--- src/rtl/calc_pkg.sv ---
// Shared opcodes, FSM state type and datapath widths for the arbitrated calculator.
// Imported by the calculator and by calc_arbiter.
package calc_pkg;
    localparam int OPND_W  = 4;
    localparam int RES_W   = 8;
    localparam int OP_W    = 3;
    localparam int NUM_REQ = 2;

    typedef enum logic [OP_W-1:0] {
        OP_ADD = 3'b000,
        OP_SUB = 3'b001,
        OP_MUL = 3'b010,
        OP_DIV = 3'b011,
        OP_AND = 3'b100,
        OP_OR  = 3'b101,
        OP_XOR = 3'b110,
        OP_NOT = 3'b111
    } calc_op_e;

    typedef enum logic [1:0] {
        ST_IDLE = 2'd0,
        ST_EXEC = 2'd1,
        ST_RESP = 2'd2
    } arb_state_e;

    // Operands captured from the winning requester at grant time
    typedef struct packed {
        logic [OPND_W-1:0] a;
        logic [OPND_W-1:0] b;
        calc_op_e          oper;
        logic              id;
    } calc_req_t;
endpackage

--- src/rtl/calculator.sv ---
// Combinational 4-bit calculator producing an 8-bit result.
// Divide by zero yields zero; the caller flags the error.
module calculator
    import calc_pkg::*;
(
    input  logic [OPND_W-1:0] i_a,
    input  logic [OPND_W-1:0] i_b,
    input  logic [OP_W-1:0]   i_oper,
    output logic [RES_W-1:0]  o_out
);
    logic [RES_W-1:0] w_a;
    logic [RES_W-1:0] w_b;

    assign w_a = {{(RES_W-OPND_W){1'b0}}, i_a};
    assign w_b = {{(RES_W-OPND_W){1'b0}}, i_b};

    always_comb begin
        o_out = '0;
        case (calc_op_e'(i_oper))
            OP_ADD:  o_out = w_a + w_b;
            OP_SUB:  o_out = w_a - w_b;
            OP_MUL:  o_out = w_a * w_b;
            OP_DIV:  o_out = (i_b == '0) ? '0 : w_a / w_b;
            OP_AND:  o_out = w_a & w_b;
            OP_OR:   o_out = w_a | w_b;
            OP_XOR:  o_out = w_a ^ w_b;
            OP_NOT:  o_out = {{(RES_W-OPND_W){1'b0}}, ~i_a};
            default: o_out = '0;
        endcase
    end
endmodule

--- src/rtl/calc_arbiter.sv ---
// Round-robin arbiter sharing one calculator between two requesters.
// IDLE grants and latches operands, EXEC registers the result, RESP holds it until accepted.
module calc_arbiter
    import calc_pkg::*;
#(
    parameter int CNT_W = 8
)(
    input  logic                        clk,
    input  logic                        rst_n,
    input  logic [NUM_REQ-1:0]          req_valid,
    output logic [NUM_REQ-1:0]          req_ready,
    input  logic [NUM_REQ*OPND_W-1:0]   req_a,
    input  logic [NUM_REQ*OPND_W-1:0]   req_b,
    input  logic [NUM_REQ*OP_W-1:0]     req_oper,
    output logic                        rsp_valid,
    input  logic                        rsp_ready,
    output logic                        rsp_id,
    output logic [RES_W-1:0]            rsp_data,
    output logic                        rsp_err,
    output logic                        busy,
    output logic [CNT_W-1:0]            op_count
);
    arb_state_e       r_state;
    arb_state_e       w_state_nxt;
    logic             r_ptr;
    calc_req_t        r_req;
    logic [RES_W-1:0] r_rsp_data;
    logic             r_rsp_id;
    logic             r_rsp_err;
    logic [CNT_W-1:0] r_cnt;

    logic             w_win;
    logic             w_gnt;
    logic             w_done;
    logic [RES_W-1:0] w_calc_out;

    // Contention goes to the requester not granted last; a lone requester always wins
    always_comb begin
        if (&req_valid) w_win = ~r_ptr;
        else            w_win = req_valid[1];
    end

    assign w_gnt  = (r_state == ST_IDLE) && (|req_valid);
    assign w_done = (r_state == ST_RESP) && rsp_ready;

    always_comb begin
        w_state_nxt = r_state;
        req_ready   = '0;
        case (r_state)
            ST_IDLE: begin
                if (w_gnt) begin
                    req_ready   = w_win ? 2'b10 : 2'b01;
                    w_state_nxt = ST_EXEC;
                end
            end
            ST_EXEC: w_state_nxt = ST_RESP;
            ST_RESP: if (rsp_ready) w_state_nxt = ST_IDLE;
            default: w_state_nxt = ST_IDLE;
        endcase
    end

    always_ff @(posedge clk or negedge rst_n) begin
        if (!rst_n) r_state <= ST_IDLE;
        else        r_state <= w_state_nxt;
    end

    always_ff @(posedge clk or negedge rst_n) begin
        if (!rst_n) begin
            r_ptr      <= 1'b1;
            r_req      <= '0;
            r_rsp_data <= '0;
            r_rsp_id   <= 1'b0;
            r_rsp_err  <= 1'b0;
            r_cnt      <= '0;
        end else begin
            if (w_gnt) begin
                r_ptr       <= w_win;
                r_req.id    <= w_win;
                r_req.a     <= w_win ? req_a[7:4]    : req_a[3:0];
                r_req.b     <= w_win ? req_b[7:4]    : req_b[3:0];
                r_req.oper  <= calc_op_e'(w_win ? req_oper[5:3] : req_oper[2:0]);
            end
            if (r_state == ST_EXEC) begin
                r_rsp_data <= w_calc_out;
                r_rsp_id   <= r_req.id;
                r_rsp_err  <= (r_req.oper == OP_DIV) && (r_req.b == '0);
            end
            if (w_done) r_cnt <= r_cnt + 1'b1;
        end
    end

    calculator u_calc (
        .i_a    (r_req.a),
        .i_b    (r_req.b),
        .i_oper (r_req.oper),
        .o_out  (w_calc_out)
    );

    assign rsp_valid = (r_state == ST_RESP);
    assign busy      = (r_state != ST_IDLE);
    assign rsp_data  = r_rsp_data;
    assign rsp_id    = r_rsp_id;
    assign rsp_err   = r_rsp_err;
    assign op_count  = r_cnt;
endmodule

--- config.mk ---
export PLATFORM = sky130hd
export DESIGN_NAME = calc_arbiter
export DESIGN_NICKNAME = d
export VERILOG_FILES = /design/src/rtl/calc_pkg.sv /design/src/rtl/calculator.sv /design/src/rtl/calc_arbiter.sv
export SDC_FILE = /design/constraint.sdc
export NUM_CORES = 1
export LEC_CHECK = 0
export ABC_AREA = 0
export CAP_MARGIN = 20
export CELL_PAD_IN_SITES_DETAIL_PLACEMENT = 1
export CELL_PAD_IN_SITES_GLOBAL_PLACEMENT = 2
export CORE_MARGIN = 3
export CORE_UTILIZATION = 37
export DETAILED_ROUTE_END_ITERATION = 7
export PLACE_DENSITY = 0.95
export SYNTH_ARGS = -nofsm -noshare
export SYNTH_HDL_FRONTEND = slang
export SYNTH_SLANG_ARGS = --single-unit
--- constraint.sdc ---
create_clock -name clk -period 14.9 [get_ports clk]
set_clock_uncertainty 0.15 [all_clocks]
set_input_delay 1.49 -clock clk [delete_from_list [all_inputs] [get_ports clk]]
set_output_delay 1.49 -clock clk [all_outputs]
set_load 0.02 [all_outputs]
==> results.cfg <==
[outcome]
status = finished clean

[floorplanning]
row_count = 36
die_h_um = 106
die_width_um = 106
core_um2 = 9770
die_area_um2 = 11300
io_pins = 49
start_util_pct = 38.1

[synthesis]
yosys_warnings = 0
async_flop_share_pct = 100
avgSynthCellArea_um2 = 8.65
synth_edf_count = 0
syn_area_um2 = 3730
yosysSeqAreaShare_pct = 22.2
synthCells = 431
synthDistinctLibCells = 69
yosys_register_bits = 33
synth-main-ff-cell = dfrtp_1

[critical_path]
path_buf_inv = 1
critical_path_class = flop to flop
crit_slowest_cell = dfrtp_1
crit_family = compound AO/OA/AOI/OAI gates
crit_fanout = 10
cp_slowest_stage_delay_ns = 0.62
r2r_start = r_req[4]
worstPathRequired_ns = 14.91
endpoint_kind = flop
critPathLaunch = r_req[4]
startpoint_type = flop
cp.arrival_ns = 9.48

[clock_network]
clk_latency_ns = 0.29
hold_buffers = 0
cts_tree = built
root_buffer = clkbuf_8
cts_buffers = 5
clockBufferDepth = 2
clkSlewWorstSetupHoldPaths_ns = 0.07
postCtsSetupBuffers = 0
htree_levels = 2
post_cts_resized = 0
cts_num_sinks = 33

[min_path]
min_path_type = flop to flop
hold_start = op_count[7]

[timing]
fmax_ghz = 0.106
rsz0062_at_grt = no
setup_viol = 0
worst_slew_pin_slew_ns = 0.799
min_period_ns = 9.47
period_share_pct = 63.6
hold_viol_final = 0
drv_slew = 0
fin_setup_tns_ns = 0
relSlewSlack_pct = 46.6
layout_setup_ws_ns = 5.43

[grt]
gr-usage-met3_pct = 3.46
antenna_found_initial = 0
grt_max_degree = 34
top_usage_layer = met2
grt_overflow = 0
first_global_vias = 3666
use_met1_pct = 25.3
grt_util_met2_pct = 36.1
grt_first_pass_wirelength_um = 18400
grt_usage_pct = 20.1

[routing]
num_vias = 3392
firstDrtPassIters = 7
vias_per_cell = 5.54
initialDrtViolationCount = 179
avgRoutedWirePerCell_um = 17.7
ant_nets = 0
drcViolationCount = 0
wl_um = 10800

[layout]
n_antenna_cell = 0
stdcell_count = 612
drive_gt1_share_pct = 6.26
area_growth_pct = 19.6
layout_common_cells = 55 x ha_1, 48 x clkdlybuf4s50_1, 45 x inv_1
nets = 566
final_common_cell = ha_1

[placed_design]
post-place-cells = 604
dpl_worst_slack_ns = 5.61
hpwlAfterDp_um = 8770
place_congestion = 0.864
port_buffers = 48

[run]
maxCapViolCount = 0
registers in the layout, indices dropped and copies added (netlist names):
signal    count
rsp_err       1
r_state       2
r_ptr         1
rsp_data      8
r_req        12
op_count      8
rsp_id        1
final timing paths:
kind	depth (start not counted)	slack [ns]	endpoint
max	37	5.43	rsp_data[0]
min	1	0.32	op_count[7]
max reg2reg	37	5.43	rsp_data[0]
min reg2reg	1	0.32	op_count[7]
max in group asynchronous	2	12.82	r_ptr
min in group asynchronous	2	1.44	op_count[6]
kinds of logic (layout without fill, tap and decap cells):
logic type / after synthesis / in the layout / synth area share (%)
AOI/OAI and AO/OA: 128 / 128 / 23.9
and+or+nand+nor: 117 / 117 / 16.8
adders and majority gates: 61 / 61 / 21.7
buffers and inverters: 59 / 104 / 6.18
DFF: 33 / 33 / 22.2
xor gates and xnor gates: 20 / 20 / 4.70
muxes: 12 / 12 / 4.46
other: 1 / 4 / 0.101
through the flow:
stage                     util [%]  hold WS (ns)  instance area [um2]
after floorplan                  -         0.296                 3740
after global placement        44.4         0.312                 4340
after detailed placement      44.4         0.317                 4340
after CTS                     45.6         0.326                 4460
after global routing          45.6         0.360                 4460
final                         45.6         0.319                 4460
cell type report:
type / instances / area [um2]
fillers: 1175 / 5320
multi-input cells: 342 / 2680
flip-flops and latches: 33 / 827
repair buffers: 50 / 495
inverters: 46 / 173
well taps: 133 / 166
clock buffers: 7 / 86.3
clock inverters: 1 / 30.0
cells in the mapped netlist (3+ instances only):
master	count	share of area, %
a211oi_1	3	0.60
o21ai_0	32	4.3
o211ai_1	6	1.2
nand2_1	29	2.9
or3_1	7	1.2
nand3_1	4	0.54
o31ai_1	6	1.2
nor2_1	30	3.0
nor2b_1	4	0.67
a21boi_0	3	0.60
a31oi_1	4	0.67
clkbuf_1	11	1.1
ha_1	55	18
a222oi_1	11	3.0
inv_1	45	4.5
nand4_1	6	1.0
xnor2_1	13	3.1
a21o_1	7	1.4
xor2_1	7	1.6
nand2b_1	7	1.2
o21a_1	10	2.0
dfrtp_1	32	21
mux2_2	7	2.1
nor3_1	11	1.5
and3_1	3	0.50
fa_1	6	3.2
a21oi_1	23	3.1
routing by layer:
layer	up-vias	part of all wire, %
met5	-	0
li1	1664	-
met1	1645	44
met3	12	3.1
met4	0	1.3
met2	71	52
Power is not shown: default switching activity piles up to over one toggle a cycle in this logic, so the estimate is an artifact.
